==> src/rtl/nap_time_setter_if.sv <==
// Keypad/preload/BCD bundle between the keypad decoder side and the nap duration setter.
interface nap_time_setter_if;
    logic       en;
    logic [9:0] keypad;
    logic       sharp;
    logic       down;
    logic       load;
    logic [3:0] oHour10, oHour1, oMinute10, oMinute1, oSecond10, oSecond1;
    logic [3:0] hour10, hour1, minute10, minute1, second10, second1;
    logic       busy;
    logic       complete;

    modport master (
        output en, keypad, sharp, down, load,
        output oHour10, oHour1, oMinute10, oMinute1, oSecond10, oSecond1,
        input  hour10, hour1, minute10, minute1, second10, second1, busy, complete
    );

    modport slave (
        input  en, keypad, sharp, down, load,
        input  oHour10, oHour1, oMinute10, oMinute1, oSecond10, oSecond1,
        output hour10, hour1, minute10, minute1, second10, second1, busy, complete
    );
endinterface

==> src/rtl/nap_time_setter.sv <==
// Holds an hh:mm:ss nap duration in binary, edits it from one-hot keypad steps with
// carry/borrow normalisation and saturation, and re-publishes it as BCD on return to IDLE.
module nap_time_setter #(
    parameter int HOUR_MAX   = 99,
    parameter int SEC_STEP_A = 5,
    parameter int SEC_STEP_B = 30,
    parameter int MIN_STEP_A = 1,
    parameter int MIN_STEP_B = 10,
    parameter int HOUR_STEP  = 1
) (
    input  logic clock,
    input  logic reset,
    nap_time_setter_if.slave bus
);
    typedef enum logic [2:0] {IDLE, APPLY, CARRY_S, CARRY_M, CARRY_H} state_t;

    // 9-bit signed keeps hour + HOUR_STEP + carry clear of wrap for any legal HOUR_MAX
    localparam logic signed [8:0] HMAX = 9'(HOUR_MAX);
    localparam logic [8:0]        HMAX_U = 9'(HOUR_MAX);
    localparam logic signed [8:0] S_A = 9'(SEC_STEP_A);
    localparam logic signed [8:0] S_B = 9'(SEC_STEP_B);
    localparam logic signed [8:0] M_A = 9'(MIN_STEP_A);
    localparam logic signed [8:0] M_B = 9'(MIN_STEP_B);
    localparam logic signed [8:0] H_S = 9'(HOUR_STEP);

    state_t r_state, w_state_nxt;

    logic [9:0]        r_kp_prev;
    logic [5:0]        r_key;
    logic              r_load, r_sharp, r_down, r_sub;
    logic signed [8:0] r_ld_sec, r_ld_min, r_ld_hour;
    logic signed [8:0] r_sec, r_min, r_hour;
    logic signed [8:0] w_sec_nxt, w_min_nxt, w_hour_nxt;
    logic [1:0]        r_field, w_field;
    logic signed [8:0] r_step, w_step, w_delta;
    logic              r_busy, r_complete, w_complete;
    logic [3:0]        r_h10, r_h1, r_m10, r_m1, r_s10, r_s1;

    logic [9:0] w_rise;
    logic       w_onehot, w_key_ev, w_ld_bad;
    logic [8:0] w_ld_h, w_ld_m, w_ld_s;

    function automatic logic [7:0] to_bcd(input logic signed [8:0] v);
        logic [8:0] u;
        u = v;
        return {4'(u / 9'd10), 4'(u % 9'd10)};
    endfunction

    // An event needs a fresh rising line and a clean one-hot vector
    assign w_rise   = bus.keypad & ~r_kp_prev;
    assign w_onehot = (bus.keypad != '0) && ((bus.keypad & (bus.keypad - 10'd1)) == '0);
    assign w_key_ev = w_onehot && (w_rise == bus.keypad);

    assign w_ld_h   = 9'(bus.oHour10)   * 9'd10 + 9'(bus.oHour1);
    assign w_ld_m   = 9'(bus.oMinute10) * 9'd10 + 9'(bus.oMinute1);
    assign w_ld_s   = 9'(bus.oSecond10) * 9'd10 + 9'(bus.oSecond1);
    assign w_ld_bad = (bus.oHour10 > 4'd9) || (bus.oHour1 > 4'd9) || (bus.oMinute10 > 4'd5) ||
                      (bus.oMinute1 > 4'd9) || (bus.oSecond10 > 4'd5) || (bus.oSecond1 > 4'd9) ||
                      (w_ld_h > HMAX_U);

    always_comb begin
        w_field = 2'd0;
        w_step  = S_A;
        if (r_key[2]) begin
            w_step = S_B;
        end else if (r_key[3]) begin
            w_field = 2'd1;
            w_step  = M_A;
        end else if (r_key[4]) begin
            w_field = 2'd1;
            w_step  = M_B;
        end else if (r_key[5]) begin
            w_field = 2'd2;
            w_step  = H_S;
        end
    end

    assign w_delta = r_sub ? -r_step : r_step;

    always_ff @(posedge clock) begin
        if (reset) r_state <= IDLE;
        else       r_state <= w_state_nxt;
    end

    always_comb begin
        w_state_nxt = r_state;
        w_sec_nxt   = r_sec;
        w_min_nxt   = r_min;
        w_hour_nxt  = r_hour;
        w_complete  = 1'b0;
        case (r_state)
            IDLE: begin
                if (r_load) begin
                    w_sec_nxt  = r_ld_sec;
                    w_min_nxt  = r_ld_min;
                    w_hour_nxt = r_ld_hour;
                end else if (r_sharp) begin
                    w_complete = 1'b1;
                end else if (r_key[0]) begin
                    w_sec_nxt  = '0;
                    w_min_nxt  = '0;
                    w_hour_nxt = '0;
                end else if (|r_key[5:1]) begin
                    w_state_nxt = APPLY;
                end
            end
            APPLY: begin
                case (r_field)
                    2'd0:    w_sec_nxt  = r_sec + w_delta;
                    2'd1:    w_min_nxt  = r_min + w_delta;
                    default: w_hour_nxt = r_hour + w_delta;
                endcase
                w_state_nxt = CARRY_S;
            end
            CARRY_S: begin
                if (r_sec >= 9'sd60) begin
                    w_sec_nxt = r_sec - 9'sd60;
                    w_min_nxt = r_min + 9'sd1;
                end else if (r_sec < 9'sd0) begin
                    w_sec_nxt = r_sec + 9'sd60;
                    w_min_nxt = r_min - 9'sd1;
                end
                w_state_nxt = CARRY_M;
            end
            CARRY_M: begin
                if (r_min >= 9'sd60) begin
                    w_min_nxt  = r_min - 9'sd60;
                    w_hour_nxt = r_hour + 9'sd1;
                end else if (r_min < 9'sd0) begin
                    w_min_nxt  = r_min + 9'sd60;
                    w_hour_nxt = r_hour - 9'sd1;
                end
                w_state_nxt = CARRY_H;
            end
            CARRY_H: begin
                if (r_hour > HMAX) begin
                    w_hour_nxt = HMAX;
                    w_min_nxt  = 9'sd59;
                    w_sec_nxt  = 9'sd59;
                end else if (r_hour < 9'sd0) begin
                    w_hour_nxt = '0;
                    w_min_nxt  = '0;
                    w_sec_nxt  = '0;
                end
                w_state_nxt = IDLE;
            end
            default: w_state_nxt = IDLE;
        endcase
    end

    always_ff @(posedge clock) begin
        if (reset) begin
            r_kp_prev  <= '0;
            r_key      <= '0;
            r_load     <= 1'b0;
            r_sharp    <= 1'b0;
            r_down     <= 1'b0;
            r_ld_sec   <= '0;
            r_ld_min   <= '0;
            r_ld_hour  <= '0;
            r_sec      <= '0;
            r_min      <= '0;
            r_hour     <= '0;
            r_field    <= '0;
            r_step     <= '0;
            r_sub      <= 1'b0;
            r_busy     <= 1'b0;
            r_complete <= 1'b0;
            {r_h10, r_h1, r_m10, r_m1, r_s10, r_s1} <= '0;
        end else begin
            r_kp_prev  <= bus.keypad;
            r_key      <= (bus.en && w_key_ev) ? bus.keypad[5:0] : 6'd0;
            r_load     <= bus.en & bus.load;
            r_sharp    <= bus.en & bus.sharp;
            r_down     <= bus.down;
            r_ld_sec   <= w_ld_bad ? 9'sd59 : $signed(w_ld_s);
            r_ld_min   <= w_ld_bad ? 9'sd59 : $signed(w_ld_m);
            r_ld_hour  <= w_ld_bad ? HMAX   : $signed(w_ld_h);
            r_sec      <= w_sec_nxt;
            r_min      <= w_min_nxt;
            r_hour     <= w_hour_nxt;
            if (r_state == IDLE) begin
                r_field <= w_field;
                r_step  <= w_step;
                r_sub   <= r_down;
            end
            r_busy     <= (w_state_nxt != IDLE);
            r_complete <= w_complete;
            // Leaving CARRY_H publishes the normalised value directly so it lands with busy falling
            if (r_state == IDLE)
                {r_h10, r_h1, r_m10, r_m1, r_s10, r_s1} <= {to_bcd(r_hour), to_bcd(r_min), to_bcd(r_sec)};
            else if (r_state == CARRY_H)
                {r_h10, r_h1, r_m10, r_m1, r_s10, r_s1} <= {to_bcd(w_hour_nxt), to_bcd(w_min_nxt), to_bcd(w_sec_nxt)};
        end
    end

    assign bus.hour10   = r_h10;
    assign bus.hour1    = r_h1;
    assign bus.minute10 = r_m10;
    assign bus.minute1  = r_m1;
    assign bus.second10 = r_s10;
    assign bus.second1  = r_s1;
    assign bus.busy     = r_busy;
    assign bus.complete = r_complete;
endmodule

==> src/flat_wrapper.sv <==
// flat-port wrapper written by rule: the top's interface ports become plain ports
module nap_time_setter_flat 
#(
    parameter int HOUR_MAX   = 99,
    parameter int SEC_STEP_A = 5,
    parameter int SEC_STEP_B = 30,
    parameter int MIN_STEP_A = 1,
    parameter int MIN_STEP_B = 10,
    parameter int HOUR_STEP  = 1
)
  (clock, reset, bus_en, bus_keypad, bus_sharp, bus_down, bus_load, bus_oHour10, bus_oHour1, bus_oMinute10, bus_oMinute1, bus_oSecond10, bus_oSecond1, bus_hour10, bus_hour1, bus_minute10, bus_minute1, bus_second10, bus_second1, bus_busy, bus_complete);
  nap_time_setter_if bus_i ();
  input  logic clock;
  input  logic reset;
  input wire logic [$bits(bus_i.en)-1:0] bus_en;
  input wire logic [$bits(bus_i.keypad)-1:0] bus_keypad;
  input wire logic [$bits(bus_i.sharp)-1:0] bus_sharp;
  input wire logic [$bits(bus_i.down)-1:0] bus_down;
  input wire logic [$bits(bus_i.load)-1:0] bus_load;
  input wire logic [$bits(bus_i.oHour10)-1:0] bus_oHour10;
  input wire logic [$bits(bus_i.oHour1)-1:0] bus_oHour1;
  input wire logic [$bits(bus_i.oMinute10)-1:0] bus_oMinute10;
  input wire logic [$bits(bus_i.oMinute1)-1:0] bus_oMinute1;
  input wire logic [$bits(bus_i.oSecond10)-1:0] bus_oSecond10;
  input wire logic [$bits(bus_i.oSecond1)-1:0] bus_oSecond1;
  output wire logic [$bits(bus_i.hour10)-1:0] bus_hour10;
  output wire logic [$bits(bus_i.hour1)-1:0] bus_hour1;
  output wire logic [$bits(bus_i.minute10)-1:0] bus_minute10;
  output wire logic [$bits(bus_i.minute1)-1:0] bus_minute1;
  output wire logic [$bits(bus_i.second10)-1:0] bus_second10;
  output wire logic [$bits(bus_i.second1)-1:0] bus_second1;
  output wire logic [$bits(bus_i.busy)-1:0] bus_busy;
  output wire logic [$bits(bus_i.complete)-1:0] bus_complete;
  assign bus_i.en = bus_en;
  assign bus_i.keypad = bus_keypad;
  assign bus_i.sharp = bus_sharp;
  assign bus_i.down = bus_down;
  assign bus_i.load = bus_load;
  assign bus_i.oHour10 = bus_oHour10;
  assign bus_i.oHour1 = bus_oHour1;
  assign bus_i.oMinute10 = bus_oMinute10;
  assign bus_i.oMinute1 = bus_oMinute1;
  assign bus_i.oSecond10 = bus_oSecond10;
  assign bus_i.oSecond1 = bus_oSecond1;
  assign bus_hour10 = bus_i.hour10;
  assign bus_hour1 = bus_i.hour1;
  assign bus_minute10 = bus_i.minute10;
  assign bus_minute1 = bus_i.minute1;
  assign bus_second10 = bus_i.second10;
  assign bus_second1 = bus_i.second1;
  assign bus_busy = bus_i.busy;
  assign bus_complete = bus_i.complete;
  nap_time_setter #(.HOUR_MAX(HOUR_MAX), .SEC_STEP_A(SEC_STEP_A), .SEC_STEP_B(SEC_STEP_B), .MIN_STEP_A(MIN_STEP_A), .MIN_STEP_B(MIN_STEP_B), .HOUR_STEP(HOUR_STEP)) u_core (.clock(clock), .reset(reset), .bus(bus_i));
endmodule
==> config.mk <==
export PLATFORM = sky130hd
export DESIGN_NAME = nap_time_setter_flat
export DESIGN_NICKNAME = d
export VERILOG_FILES = /design/src/rtl/nap_time_setter_if.sv /design/src/rtl/nap_time_setter.sv /design/src/flat_wrapper.sv
export SDC_FILE = /design/constraint.sdc
export NUM_CORES = 1
export LEC_CHECK = 0
export CAP_MARGIN = 20
export CORE_MARGIN = 1
export CORE_UTILIZATION = 29
export CTS_BUF_LIST = sky130_fd_sc_hd__clkbuf_4 sky130_fd_sc_hd__clkbuf_8
export CTS_CLUSTER_SIZE = 30
export DETAILED_ROUTE_END_ITERATION = 10
export SYNTH_ARGS = -nofsm -noshare
export SYNTH_HDL_FRONTEND = slang
export SYNTH_SLANG_ARGS = --single-unit
==> constraint.sdc <==
create_clock -name clock -period 7.3 [get_ports clock]
set_input_delay 1.825 -clock clock [delete_from_list [all_inputs] [get_ports clock]]
set_output_delay 1.825 -clock clock [all_outputs]
set_load 0.05 [all_outputs]
==> flow_summary.yaml <==
global_routing:
  grt_max_degree: 76
  antenna_found_initial: 0
  grt_pass1_wl_um: 54140
  first_global_vias: 9970
  grtUsageTotal_pct: 18.85
  gr-total-overflow: 0
drt:
  via_per_inst: 5.864
  num_vias: 10900
  wl_per_cell_um: 18.51
  drt-total-wl_um: 34400
  ant_nets: 0
  drtIter0Drc: 1118
  remaining_drc_errors: 0
  drt_first_pass_iters: 7
yosys:
  synth_mux_area_share_pct: 1.324
  synth_top_area_share_pct: 21.39
  synthSimpleGateAreaFrac_pct: 26.56
  avgSynthCellArea_um2: 7.470
  syn_area_um2: 10200
  synth_compound_area_share_pct: 32.32
  synth_edf_count: 0
  synth_area_leaders: "dfxtp_1, ha_1, a21oi_1"
  synth_top_flop_cell: "dfxtp_1"
  yosys.area_share.adder_pct: 9.491
  ys_seq_elements: 109
  synth_top_family_by_area: "compound AO/OA/AOI/OAI gates"
  synth_top_area_cell: "dfxtp_1"
  async_reset_ff_share_pct: 0
  ys_types: 110
  synth_cells: 1366
  synthXorXnorAreaFrac_pct: 3.593
  ys_seq_area_share_pct: 21.39
  yosys_warnings: 0
setup_path:
  rrSetupSlack_ps: 480
  critPathLaunch: "u_core.r_step[0]$_SDFFE_PP0P_"
  cpPeakStageDelay_ps: 500
  cp.required_ps: 7600
  crit_family: "compound AO/OA/AOI/OAI gates"
  cp.depth: 28
  critical_path.max_fanout: 14
  timing.rr.start: "u_core.r_step[0]$_SDFFE_PP0P_"
  crit_path_end_kind: "flop"
  critPathCapture: "u_core.bus.second1[3]$_SDFFE_PP0P_"
  rr_endpoint: "u_core.bus.second1[3]$_SDFFE_PP0P_"
  cp-start-kind: "flop"
  rr_worst_depth: 28
  cp_data_arrival_time_ps: 7120
  worst-path-buf-inv: 1
  worstSetupPathType: "reg -> reg"
  crit_top_cell: "ha_1"
  slowest_stage: "dfxtp_1"
clocking:
  cts_tree: "built"
  cts_max_path_buffers: 2
  cts_hold_buffers: 0
  cts.sinks: 109
  cts_setup_buffers: 0
  cts_inserted_buffers: 9
  cts_root_buffer: "clkbuf_8"
  clk_latency_ps: 400
  h-tree-depth: 3
  clk_pin_slew_ps: 120
floorplanning:
  die_h_um: 189.6
  fp-row-count: 68
  pin_count: 66
  core_area_um2: 34540
  die_area_um2: 35940
  die_x_um: 189.6
  initial_core_util_pct: 29.54
pwr:
  p_int_uw: 851.3
  p_leak_nw: 4.429
  combPwrFrac_pct: 19.3
  switching_share_pct: 32.39
  switchingPower_uw: 407.7
  p_seq_share_pct: 49.9
  peakVddDrop_mv: 0.07263
  clkPwrFrac_pct: 30.8
  p_per_area_nw_per_um2: 108.9
timing:
  finalClockSkew_ps: 16.75
  period_share_pct: 93.43
  worst_pin_slew_ps: 1120
  finalSetupTns_ps: 0
  rsz0062_at_grt: "false"
  fmax_mhz: 146.6
  slew_headroom_pct: 23.37
  hold_viol: 0
  slew_viol_final: 0
  fin_crit_ps: 6820
  finalSetupViolCount: 0
  hold_ws_ps: 449.3
run_status:
  status: "completed"
placement:
  hpwl_um: 25950
  portBuffers: 65
  dp_cells: 1842
  gp_congestion: 0.9318
finish:
  layout_common_cells: "nor2_1, nand2_1, a21oi_1, dfxtp_1, o21ai_0"
  stdcell_count: 1858
  seq_area_um2: 2182
  n_fill_cell: 3768
  fin_nets: 1510
  multiInputGateArea_um2: 7520
  postLayoutCoreUtil_pct: 33.46
  drive_gt1_share_pct: 7.769
  antenna_cells: 0
  syn2layout_area_growth_pct: 13.28
  final_common_cell: "nor2_1"
min_path:
  min_path_type: "reg -> reg"
  min_path_cells: 2
flow_run:
  max-cap-violations: 0
==> worst reg2reg max path, delay by kind of cell, from the launching register on <==
kind / cells / cell delay, ps
adder cells (fa/ha/maj): 4 / 1110
flip-flops: 1 / 500
AO/OA/AOI/OAI: 14 / 3300
XOR/XNOR: 2 / 360
AND/OR/NAND/NOR: 7 / 1380
buffers and inverters: 1 / 80
==> what timing repair did <==
action	CTS	global route
hold endpoints to repair	0	0
endpoints found under the setup margin	0	1
resized for setup	0	5
==> registers in the layout, indices dropped and copies added, names as in the netlist, 2 cells and up <==
register and count:
u_core.r_kp_prev 10, u_core.r_hour 9, u_core.r_ld_hour 9, u_core.r_ld_min 9, u_core.r_ld_sec 9, u_core.r_min 9
u_core.r_sec 9, u_core.r_key 6, u_core.bus.hour10 4, u_core.bus.hour1 4, u_core.bus.minute10 4, u_core.bus.minute1 4
u_core.bus.second10 4, u_core.bus.second1 4, u_core.r_step 4, u_core.r_state 3, u_core.r_field 2
==> Yosys cell counts, drive strengths merged, types with 26 or more instances <==
master / instances
nor2: 148
nand2: 122
a21oi: 115
dfxtp: 109
o21ai: 81
ha: 63
clkbuf: 49
inv: 49
nand3: 48
nor3: 47
buf: 32
a31oi: 26
nor2b: 26
==> through the flow <==
step           power (mW)  setup slack [ps]  instance area (µm²)
6_report            1.259             479.5                11560
5_1_grt             1.326            0.8260                11560
4_1_cts             1.272             353.7                11530
3_5_place_dp       0.8830             367.9                11330
3_3_place_gp       0.8807             481.3                11330
2_1_floorplan      0.7987              1135                10210
==> worst min-delay path by stage <==
stage | startpoint | endpoint | slack [ps]
global route | u_core.r_down$_SDFF_PP0_ | u_core.r_sub$_SDFFE_PP0P_ | 470
finish | u_core.r_down$_SDFF_PP0_ | u_core.r_sub$_SDFFE_PP0P_ | 450
floorplan | u_core.r_down$_SDFF_PP0_ | u_core.r_sub$_SDFFE_PP0P_ | 420
CTS | u_core.r_down$_SDFF_PP0_ | u_core.r_sub$_SDFFE_PP0P_ | 450
detailed placement | u_core.r_down$_SDFF_PP0_ | u_core.r_sub$_SDFFE_PP0P_ | 440
global placement | u_core.r_down$_SDFF_PP0_ | u_core.r_sub$_SDFFE_PP0P_ | 430
==> kinds of logic (layout without fill, tap and decap cells) <==
| group | Yosys count | after routing |
|---|---|---|
| AO/OA/AOI/OAI | 461 | 461 |
| XOR/XNOR | 41 | 41 |
| adder cells (fa/ha/maj) | 72 | 72 |
| buffers and inverters | 130 | 164 |
| flip-flops | 109 | 109 |
| multiplexers | 13 | 13 |
| other | 1 | 4 |
| AND/OR/NAND/NOR | 539 | 539 |
==> layer usage <==
layer	wire length, µm	track usage (%)	vias up
li1	-	-	5203
met3	2199	1.992	94
met1	14440	23.91	5154
met5	0	0	-
met4	1617	9.026	0
met2	16140	31.81	444
==> layout make-up <==
cell class,instances,area share [%]
Sequential cell,109,18.88
Timing Repair Buffer,99,7.794
Clock inverter,7,0.6820
Inverter,49,1.591
Tap cell,455,4.925
Clock buffer,9,1.072
Multi-Input combinational cell,1130,65.06
==> power groups by stage <==
stage	clock network (mW)	registers, mW	logic, mW
global placement	0	0.642	0.239
global route	0.426	0.631	0.269
finish	0.388	0.629	0.242
CTS	0.402	0.629	0.242
detailed placement	0	0.642	0.241
floorplan	0	0.649	0.150
Note: power is estimated with default switching activity, not from simulation.
